$ cat config.mk
export PLATFORM = sky130hd
export DESIGN_NAME = fpadder_arbiter
export DESIGN_NICKNAME = d
export VERILOG_FILES = /design/src/rtl/fpadder_arbiter.sv
export SDC_FILE = /design/constraint.sdc
export NUM_CORES = 1
export LEC_CHECK = 0
export ABC_CLOCK_PERIOD_IN_PS = 8700
export CORE_MARGIN = 8
export CORE_UTILIZATION = 35
export DETAILED_ROUTE_END_ITERATION = 16
export GPL_TIMING_DRIVEN = 1
export HOLD_SLACK_MARGIN = 0.12
export PLACE_DENSITY_LB_ADDON = 0.3
export SKIP_LAST_GASP = 1
export SYNTH_ARGS = -nofsm -noshare
export SYNTH_HDL_FRONTEND = slang
export SYNTH_SLANG_ARGS = --single-unit
$ cat constraint.sdc
create_clock -name clk -period 8.7 [get_ports clk]
set_clock_uncertainty 0.15 [all_clocks]
set_input_delay 1.74 -clock clk [delete_from_list [all_inputs] [get_ports clk]]
set_output_delay 1.74 -clock clk [all_outputs]
set_load 0.1 [all_outputs]
$ cat src/rtl/fpadder_arbiter.sv
// Shares one pipelined fpadder among NUM_REQ requesters: round-robin issue, ID shadow pipe, result FIFO.
// Grant to rsp_valid is LATENCY+1 cycles; credits stop issue so a stalled rsp_ready never drops a result.
module fpadder_arbiter #(
    parameter int NUM_REQ    = 4,
    parameter int ID_W       = 2,
    parameter int LATENCY    = 2,
    parameter int FIFO_DEPTH = 4
) (
    input  logic                   clk,
    input  logic                   reset,
    input  logic [NUM_REQ-1:0]     req_valid,
    output logic [NUM_REQ-1:0]     req_ready,
    input  logic [32*NUM_REQ-1:0]  req_a,
    input  logic [32*NUM_REQ-1:0]  req_b,
    input  logic [NUM_REQ-1:0]     req_as,
    output logic [31:0]            fpa_a,
    output logic [31:0]            fpa_b,
    output logic                   fpa_as,
    input  logic [31:0]            fpa_result,
    output logic                   rsp_valid,
    input  logic                   rsp_ready,
    output logic [ID_W-1:0]        rsp_id,
    output logic [31:0]            rsp_data,
    output logic                   busy
);
    localparam int PTR_W = (FIFO_DEPTH > 1) ? $clog2(FIFO_DEPTH) : 1;
    localparam int CNT_W = $clog2(FIFO_DEPTH + LATENCY + 1);

    typedef struct packed {
        logic [ID_W-1:0] id;
        logic [31:0]     data;
    } rsp_t;

    logic [ID_W-1:0]  rr_q, rr_d;
    logic [LATENCY-1:0] sh_vld_q;
    logic [ID_W-1:0]  sh_id_q [LATENCY];
    rsp_t             mem_q [FIFO_DEPTH];
    rsp_t             head;
    logic [PTR_W-1:0] wr_q, rd_q;
    logic [CNT_W-1:0] cnt_q, cnt_d, inflight;
    logic             credit_ok, gnt_vld, push, pop;
    logic [ID_W-1:0]  gnt_id;
    int               idx;

    function automatic logic [PTR_W-1:0] ptr_inc(input logic [PTR_W-1:0] p);
        return (p == PTR_W'(FIFO_DEPTH - 1)) ? '0 : p + 1'b1;
    endfunction

    always_comb begin
        inflight = '0;
        for (int i = 0; i < LATENCY; i++) begin
            inflight = inflight + CNT_W'(sh_vld_q[i]);
        end
    end

    // A pop this cycle is not counted until cnt_q updates, so credit lags by one cycle.
    assign credit_ok = reset && ((cnt_q + inflight) < CNT_W'(FIFO_DEPTH));

    // Descending scan so the lowest offset from rr_q is the last (winning) assignment.
    always_comb begin
        gnt_vld = 1'b0;
        gnt_id  = '0;
        idx     = 0;
        if (credit_ok) begin
            for (int k = NUM_REQ - 1; k >= 0; k--) begin
                idx = (int'(rr_q) + k) % NUM_REQ;
                if (req_valid[idx]) begin
                    gnt_vld = 1'b1;
                    gnt_id  = ID_W'(idx);
                end
            end
        end
    end

    assign rr_d      = gnt_vld ? ID_W'((int'(gnt_id) + 1) % NUM_REQ) : rr_q;
    assign req_ready = gnt_vld ? (NUM_REQ'(1) << gnt_id) : '0;
    assign fpa_a     = gnt_vld ? req_a[32*gnt_id +: 32] : '0;
    assign fpa_b     = gnt_vld ? req_b[32*gnt_id +: 32] : '0;
    assign fpa_as    = gnt_vld & req_as[gnt_id];

    assign push      = sh_vld_q[LATENCY-1];
    assign rsp_valid = (cnt_q != '0);
    assign pop       = rsp_valid & rsp_ready;
    assign head      = mem_q[rd_q];
    assign rsp_id    = rsp_valid ? head.id : '0;
    assign rsp_data  = rsp_valid ? head.data : '0;
    assign busy      = (inflight != '0) | rsp_valid;

    always_comb begin
        cnt_d = cnt_q;
        if (push && !pop) begin
            cnt_d = cnt_q + 1'b1;
        end else if (pop && !push) begin
            cnt_d = cnt_q - 1'b1;
        end
    end

    always_ff @(posedge clk) begin
        if (!reset) begin
            rr_q     <= '0;
            sh_vld_q <= '0;
            wr_q     <= '0;
            rd_q     <= '0;
            cnt_q    <= '0;
        end else begin
            rr_q        <= rr_d;
            sh_vld_q[0] <= gnt_vld;
            for (int i = 1; i < LATENCY; i++) begin
                sh_vld_q[i] <= sh_vld_q[i-1];
            end
            if (push) wr_q <= ptr_inc(wr_q);
            if (pop)  rd_q <= ptr_inc(rd_q);
            cnt_q <= cnt_d;
        end
    end

    // Datapath storage needs no reset; validity is carried by sh_vld_q and cnt_q.
    always_ff @(posedge clk) begin
        sh_id_q[0] <= gnt_id;
        for (int i = 1; i < LATENCY; i++) begin
            sh_id_q[i] <= sh_id_q[i-1];
        end
        if (reset && push) begin
            mem_q[wr_q] <= '{id: sh_id_q[LATENCY-1], data: fpa_result};
        end
    end

    a_no_push_full: assert property (@(posedge clk) disable iff (!reset)
        !(push && cnt_q == CNT_W'(FIFO_DEPTH)));

endmodule
==> results of run 1 <==
[cell usage in the layout, fill, tap and decap left out, drive strengths merged, types with 6 or more instances in the layout]
cell type and count:
diode 6, clkdlybuf4s50 400, buf 11, and2 40, clkbuf 17, inv 15
ha 13, o22ai 67, nor2b 7, edfxtp 136, dfxtp 17, mux2i 133
mux4 34
[sequential cells by signal (all words and copies together), names as in the netlist, named ones only]
| signal | cells |
|---|---|
| mem_q | 136 |
| sh_id_q | 4 |
| cnt_q | 3 |
| rd_q | 2 |
| rr_q | 2 |
| sh_vld_q | 2 |
| wr_q | 2 |
[cells by family after synthesis]
group	synth area share, %
compound gates	8.379
xor+xnor	0.2149
fa+ha+maj	2.241
buf+inv	4.036
flops	54.27
mux	25.91
simple gates	4.957
[layout make-up]
| class | instances | share of cell area, % |
|---|---|---|
| inverters | 10 | 0.2883 |
| diodes | 6 | 0.1153 |
| clock inverters | 15 | 1.278 |
| repair buffers | 411 | 31.67 |
| well taps | 319 | 3.066 |
| flip-flops and latches | 153 | 34.00 |
| multi-input cells | 329 | 26.31 |
| clock buffers | 17 | 3.267 |
[per-layer routing]
metal | vias to the layer above | global-route usage [%] | wire length [um]
met2 | 248 | 37.61 | 16340
met4 | 0 | 6.638 | 487
met3 | 25 | 8.456 | 2639
met5 | - | 0 | 0
met1 | 2978 | 21.89 | 10840
li1 | 2902 | - | -
[power groups by stage]
stage	Combinational, uW	Clock (uW)	Sequential, uW
final	2510	721	877
after global routing	2600	762	883
after CTS	2530	735	879
after detailed placement	2520	0	895
after global placement	2520	0	894
after floorplan	1910	0	865
[how the worst max path moves through the flow]
stage                 startpoint   endpoint  slack, ns  cells past startpoint
floorplan           req_valid[2]  fpa_a[10]       2.64                      8
global placement           reset  fpa_a[23]       1.49                      7
detailed placement         reset  fpa_a[23]       1.46                      7
CTS                        reset  fpa_a[23]       1.46                      7
global route               reset  fpa_b[22]       1.29                      7
finish                     reset  fpa_b[21]       1.47                      7
[metrics by stage]
| stage | total power (uW) | area [um^2] | setup WS [ns] | hold WS [ns] | util (%) |
|---|---|---|---|---|---|
| 6_report | 4103 | 13020 | 1.469 | 0.2045 | 56.14 |
| 5_1_grt | 4246 | 13020 | 1.294 | 0.2190 | 56.14 |
| 4_1_cts | 4140 | 13010 | 1.456 | 0.2104 | 56.07 |
| 3_5_place_dp | 3414 | 12410 | 1.458 | 0.1826 | 53.52 |
| 3_3_place_gp | 3412 | 12410 | 1.493 | 0.1785 | 53.52 |
| 2_1_floorplan | 2775 | 8153 | 2.642 | 0.1596 | - |
==> flow_summary.json, run 1 <==
{
  "syn_to_final_growth_pct": 59.70,
  "pwr-share-clk_pct": 17.6,
  "overflow": 0,
  "p_seq_share_pct": 21.4,
  "synth-edff-count": 136,
  "crit_arrival_ns": 5.34,
  "cts_sinks": 153,
  "crit_path_end_kind": "output pin",
  "grt_pass1_vias": 6700,
  "p_leak_uw": 0.004910,
  "slowest_stage": "clkdlybuf4s50_1",
  "syn_nets": 847,
  "postCtsSetupBuffers": 0,
  "dr.pass1.iters": 4,
  "core_um2": 23190,
  "cts_buffer_depth": 2,
  "fillers": 1914,
  "tritoncts": "done",
  "chipHeight_um": 168.6,
  "avgSynthCellArea_um2": 15.27,
  "vias": 6153,
  "finalSetupViolCount": 0,
  "grt_start_max_net_pins": 69,
  "crit_required_ns": 6.81,
  "clock_latency_ns": 0.42,
  "crit_fanout": 65,
  "outcome": "finished clean",
  "grt_setup_unrepaired": "false",
  "fin_crit_sh_pct": 83.11,
  "yosys.cell_count.top_type": "edfxtp_1",
  "antenna_left": 0,
  "critical_path.top_delay_family": "buffers and inverters",
  "critPathLaunchType": "input port",
  "hold_class": "reg -> reg",
  "ys_top_cells_by_area": "edfxtp_1 50%, mux2i_1 16%, mux4_2 9.4%",
  "synth_seq_area_share_pct": 54.27,
  "final_hold_viol_count": 0,
  "swShare_pct": 52.07,
  "r2r-end": "rr_q[1]",
  "cts_resized": 0,
  "syn_inst": 534,
  "synthArstFlopShare_pct": 0,
  "crit_top_cell": "clkdlybuf4s50_1",
  "rows": 56,
  "drt_iter0_markers": 252,
  "ys_types": 34,
  "intPower_uw": 1966,
  "io_buffers": 403,
  "dp_hpwl_um": 23880,
  "initial_core_util_pct": 35.15,
  "finalMaxSlewViolations": 0,
  "cap_violations": 0,
  "cts_buffers": 17,
  "fin_nets": 1235,
  "r2r-start": "sh_vld_q[1]",
  "yosys_warnings": 0,
  "pwr-share-comb_pct": 61.1,
  "cp_cell_sequence": "clkdlybuf4s50_1 > nand2_1 > mux2_4 > nor2_4 > nand2_4 > o22ai_2 > clkdlybuf4s50_1",
  "holdPathEnd": "sh_id_q[0][2]",
  "seqCellArea_um2": 4427,
  "yosys.area.top_type_share_pct": 50.09,
  "ctsHoldBuffers": 0,
  "cts_max_level": 4,
  "yosys.area.top_type": "edfxtp_1",
  "die_w_um": 168.6,
  "ff2ff_setup_slack_ns": 5.57,
  "place_inst": 1222,
  "antenna_found_initial": 6,
  "hold_depth": 0,
  "p_per_area_nw_per_um2": 315.1,
  "viasPerCell": 4.883,
  "io_pins": 404,
  "reg2reg_depth": 9,
  "drc": 0,
  "drive_gt1_share_pct": 12.62,
  "period_needed_ns": 7.231,
  "cts-root-buf": "clkbuf_16",
  "ys_ff_latch": 153,
  "p_sw_uw": 2136,
  "syn_area_um2": 8153,
  "path_class": "in -> out",
  "grt_pass1_wl_um": 43550,
  "relSlewSlack_pct": 26.09,
  "tightest_slew_ns": 1.105,
  "globalRouteTotalUtil_pct": 20.88,
  "wl_per_cell_um": 24.06,
  "hp-start": "sh_id_q[0][0]",
  "crit_path_max_incr_delay_ns": 1.26,
  "ir_drop_v": 0.0002660,
  "synth_top_cells_by_count": "136 x edfxtp_1, 133 x mux2i_1, 40 x and2_1",
  "multiInputGateArea_um2": 3426,
  "die_area_um2": 28430,
  "finalSetupTns_ns": 0,
  "clk_pin_slew_ns": 0.07,
  "critPathBufInv": 2,
  "routed_wl_um": 30310,
  "finalWeightedCongestion": 0.8739,
  "fin_cells": 1260,
  "max_freq_mhz": 138.3,
  "ys.flop_type": "edfxtp_1"
}
Power figures use the tool's default switching activity.
==> run 2, diff against run 1 <==
ABC_CLOCK_PERIOD_IN_PS = 7200   (was 8700)
clock period = 7.2 ns   (was 8.7 ns; I/O delays follow)
==> run 2 against run 1 <==
Power increased by 19%. Clock power grew 13%. Final cell count grew 0.16%. Largest power group unchanged. Highest routed layer unchanged.
==> flow_summary.json, run 2 (same netlist as run 1, synthesis figures left out) <==
{
  "clock_latency_ns": 0.41,
  "grt_start_max_net_pins": 66,
  "antenna_found_initial": 5,
  "drive_gt1_share_pct": 19.85,
  "fin_ws_ns": 1.200,
  "place_ws_ns": 1.075,
  "ctsHoldBuffers": 0,
  "place_inst": 1224,
  "r2r-end": "cnt_q[2]",
  "ir_drop_v": 0.0002425,
  "hold_depth": 0,
  "hold_class": "reg -> reg",
  "relSlewSlack_pct": 27.61,
  "postCtsSetupBuffers": 0,
  "regMostFlops": "mem_q",
  "initial_core_util_pct": 35.15,
  "final_cell_mix": "334 x clkdlybuf4s50_1, 136 x edfxtp_1, 133 x mux2i_1, 77 x buf_4, 40 x and2_1",
  "cts_sinks": 153,
  "cts_resized": 0,
  "fin_total_pwr_uw": 4866,
  "cts_buffer_depth": 2,
  "ff2ff_setup_slack_ns": 4.25,
  "die_w_um": 168.6,
  "r2r-start": "cnt_q[0]",
  "chipHeight_um": 168.6,
  "viasPerCell": 4.965,
  "multiInputGateArea_um2": 3426,
  "hp-start": "sh_id_q[0][1]",
  "drc": 0,
  "tritoncts": "done",
  "grt_pass1_wl_um": 44230,
  "clk_pin_slew_ns": 0.06,
  "syn_to_final_growth_pct": 57.27,
  "max_freq_mhz": 166.7,
  "dr.pass1.iters": 6,
  "finalWeightedCongestion": 0.8395,
  "wl_per_cell_um": 24.37,
  "fillers": 1939,
  "io_pins": 404,
  "fin_cells": 1262,
  "seqCellArea_um2": 4427,
  "overflow": 0,
  "die_area_um2": 28430,
  "whs_ns": 0.1776,
  "globalRouteTotalUtil_pct": 21.09,
  "dp_hpwl_um": 24530,
  "core_um2": 23190,
  "cts_max_level": 4,
  "rows": 56,
  "final_hold_viol_count": 0,
  "path_class": "in -> out",
  "reg2reg_depth": 9,
  "fin_crit_sh_pct": 83.33,
  "grt_setup_unrepaired": "false",
  "finalSetupTns_ns": 0,
  "period_needed_ns": 6.000,
  "antenna_left": 0,
  "drt_iter0_markers": 296,
  "p_per_area_nw_per_um2": 379.5,
  "grt_pass1_vias": 6794,
  "reg_top3": "mem_q: 136 flops, sh_id_q: 4 flops, cnt_q: 3 flops",
  "vias": 6266,
  "holdPathEnd": "sh_id_q[0][3]",
  "finalMaxSlewViolations": 0,
  "finalSetupViolCount": 0,
  "crit_fanout": 65,
  "crit_required_ns": 5.61,
  "largest_reg_flops": 136,
  "outcome": "finished clean",
  "mostFrequentLayoutCell": "clkdlybuf4s50_1",
  "p_leak_uw": 0.005005,
  "cts-root-buf": "clkbuf_16",
  "io_buffers": 403,
  "tightest_slew_ns": 1.082,
  "fin_nets": 1237,
  "crit_path_end_kind": "output pin",
  "cap_violations": 0,
  "routed_wl_um": 30750,
  "cts_buffers": 17,
  "critPathLaunchType": "input port",
  "crit_arrival_ns": 4.41
}
run 2: stage by stage:
step	instance area (um^2)	utilization, %
3_3_place_gp	12250	52.82
4_1_cts	12810	55.22
3_5_place_dp	12250	52.82
6_report	12820	55.29
2_1_floorplan	8153	-
5_1_grt	12820	55.28
run 2: critical path: stages:
cell             delay (ns)
clkdlybuf4s50_1        0.78
nand2_1                0.10
mux2_4                 0.32
nor2_4                 0.20
nand2_4                0.49
o22ai_1                0.65
buf_4                  0.40
run 2: worst max-delay path by stage:
stage | end | start | cells past startpoint
after floorplan | fpa_a[10] | req_valid[2] | 8
after global placement | fpa_b[31] | reset | 7
after detailed placement | fpa_b[31] | reset | 7
after CTS | fpa_b[31] | reset | 7
after global routing | fpa_b[31] | reset | 7
final | fpa_b[28] | reset | 7
run 2: where the power goes:
part | leakage (uW) | switching, uW | internal, uW
sequential | 0.00137 | 49.5 | 1010
clock | 0.000262 | 363 | 452
combinational | 0.00337 | 2180 | 814
total | 0.00501 | 2590 | 2280
run 2: final cells by class:
class	instances	share of cell area (%)
diodes	6	0.1171
multi-input cells	329	26.72
clock buffers	17	3.318
flip-flops and latches	153	34.52
inverters	10	0.2927
clock inverters	15	1.025
well taps	319	3.113
repair buffers	413	30.89
run 2: metal layers:
layer,vias to the layer above,GRT usage [%],wire [um]
met4,0,8.540,992
met1,3052,21.94,10980
li1,2913,-,-
met3,39,7.664,2495
met2,262,38.00,16290
met5,-,0,0
==> run 3, diff against run 2 <==
ABC_CLOCK_PERIOD_IN_PS = 5280   (was 7200)
clock period = 5.28 ns   (was 7.2 ns; I/O delays follow)
==> run 3 against run 2 <==
Final cell count up 0.32%. Via count down 0.80%. Critical path depth up 1. Die area unchanged. Clock power up 45%. Sequential cell count unchanged. Design area up 7.2%. Largest cell class is now buffers.
==> flow_summary.json, run 3 (same netlist as run 1, synthesis figures left out) <==
{
  "io_pins": 404,
  "fin_nets": 1241,
  "syn_to_final_growth_pct": 68.63,
  "cts_max_level": 4,
  "reg2reg_depth": 9,
  "ir_drop_v": 0.0003492,
  "period_needed_ns": 4.733,
  "reg_top3": "mem_q: 136 flops, sh_id_q: 4 flops, cnt_q: 3 flops",
  "final_hold_viol_count": 0,
  "cts_buffer_depth": 2,
  "crit_path_end_kind": "output pin",
  "intPower_uw": 3575,
  "ff2ff_setup_slack_ns": 2.28,
  "crit_required_ns": 4.07,
  "rows": 56,
  "p_leak_uw": 0.005291,
  "fin_total_pwr_uw": 7141,
  "tightest_slew_ns": 1.026,
  "hold_class": "reg -> reg",
  "tritoncts": "done",
  "critPathLaunchType": "input port",
  "antenna_found_initial": 7,
  "drive_gt1_share_pct": 20.32,
  "grt_start_max_net_pins": 52,
  "crit_fanout": 51,
  "grt_setup_unrepaired": "false",
  "p_per_area_nw_per_um2": 519.4,
  "wl_per_cell_um": 24.17,
  "antenna_left": 0,
  "swShare_pct": 49.93,
  "hp-start": "sh_id_q[0][0]",
  "holdPathEnd": "sh_id_q[0][2]",
  "r2r-start": "cnt_q[0]",
  "cap_violations": 0,
  "final_cell_mix": "330 x clkdlybuf4s50_1, 136 x edfxtp_1, 133 x mux2i_1, 72 x buf_12, 40 x and2_1",
  "initial_core_util_pct": 35.15,
  "finalSetupTns_ns": 0,
  "dr.pass1.iters": 4,
  "fin_crit_sh_pct": 89.63,
  "place_inst": 1228,
  "drt_iter0_markers": 294,
  "cts_sinks": 153,
  "pwr-share-comb_pct": 63.4,
  "path_class": "in -> out",
  "grt_pass1_wl_um": 43680,
  "relSlewSlack_pct": 31.51,
  "routed_wl_um": 30600,
  "r2r-end": "cnt_q[2]",
  "cts_buffers": 17,
  "fin_cells": 1266,
  "cts_resized": 0,
  "globalRouteTotalUtil_pct": 20.93,
  "finalWeightedCongestion": 0.8887,
  "drc": 0,
  "cts-root-buf": "clkbuf_16",
  "dp_hpwl_um": 24370,
  "die_area_um2": 28430,
  "chipHeight_um": 168.6,
  "overflow": 0,
  "final_util_pct": 59.28,
  "finalSetupViolCount": 0,
  "io_buffers": 403,
  "viasPerCell": 4.910,
  "pwr-share-clk_pct": 16.6,
  "max_freq_mhz": 211.3,
  "die_w_um": 168.6,
  "vias": 6216,
  "mostFrequentLayoutCell": "clkdlybuf4s50_1",
  "regMostFlops": "mem_q",
  "crit_arrival_ns": 3.53,
  "postCtsSetupBuffers": 0,
  "ctsHoldBuffers": 0,
  "p_sw_uw": 3566,
  "p_seq_share_pct": 20.0,
  "clock_latency_ns": 0.41,
  "hold_depth": 0,
  "grt_pass1_vias": 6741,
  "core_um2": 23190,
  "largest_reg_flops": 136,
  "outcome": "finished clean",
  "finalMaxSlewViolations": 0,
  "clk_pin_slew_ns": 0.05
}
run 3: worst max path at each step:
stage	start	end	slack, ns
detailed placement	req_valid[0]	req_ready[2]	0.52
CTS	req_valid[0]	req_ready[2]	0.51
global placement	req_valid[0]	req_ready[2]	0.56
floorplan	req_valid[2]	fpa_a[10]	0.59
finish	req_valid[0]	fpa_a[8]	0.55
global route	req_valid[1]	req_ready[3]	0.35
run 3: critical path, stage by stage:
cell,delay (ns)
clkdlybuf4s50_1,0.52
nor2b_1,0.20
nor2_1,0.06
o22ai_1,0.29
or2_4,0.66
buf_4,0.32
o22ai_1,0.14
buf_12,0.20
run 3: stage by stage:
step           area (um^2)  hold WS (ns)  setup WS [ns]
2_1_floorplan         8153        0.1596         0.5898
3_3_place_gp         13150        0.1650         0.5568
3_5_place_dp         13150        0.1682         0.5167
4_1_cts              13730        0.1815         0.5113
5_1_grt              13750        0.1823         0.3516
6_report             13750        0.1785         0.5474
run 3: routing by layer:
layer | wire length [um] | part of all wire, % | global-route usage (%)
met5 | 0 | 0 | 0
met4 | 768 | 2.5 | 9.045
met3 | 2945 | 9.6 | 8.432
met2 | 16680 | 54 | 37.76
met1 | 10210 | 33 | 21.02
run 3: area by class of cell:
class,count,area (um^2)
Fill cell,1840,9444
Timing Repair Buffer,417,4857
Sequential cell,153,4427
Multi-Input combinational cell,329,3426
Clock buffer,19,432.9
Tap cell,319,399.1
Clock inverter,12,151.4
Inverter,10,37.54
Antenna cell,7,17.52
run 3: power by group through the flow:
stage	sequential, uW	combinational [uW]	clock (uW)
after floorplan	1430	3150	0
after global placement	1450	4560	0
after detailed placement	1450	4560	0
after CTS	1430	4580	1200
after global routing	1440	4700	1250
final	1430	4530	1180
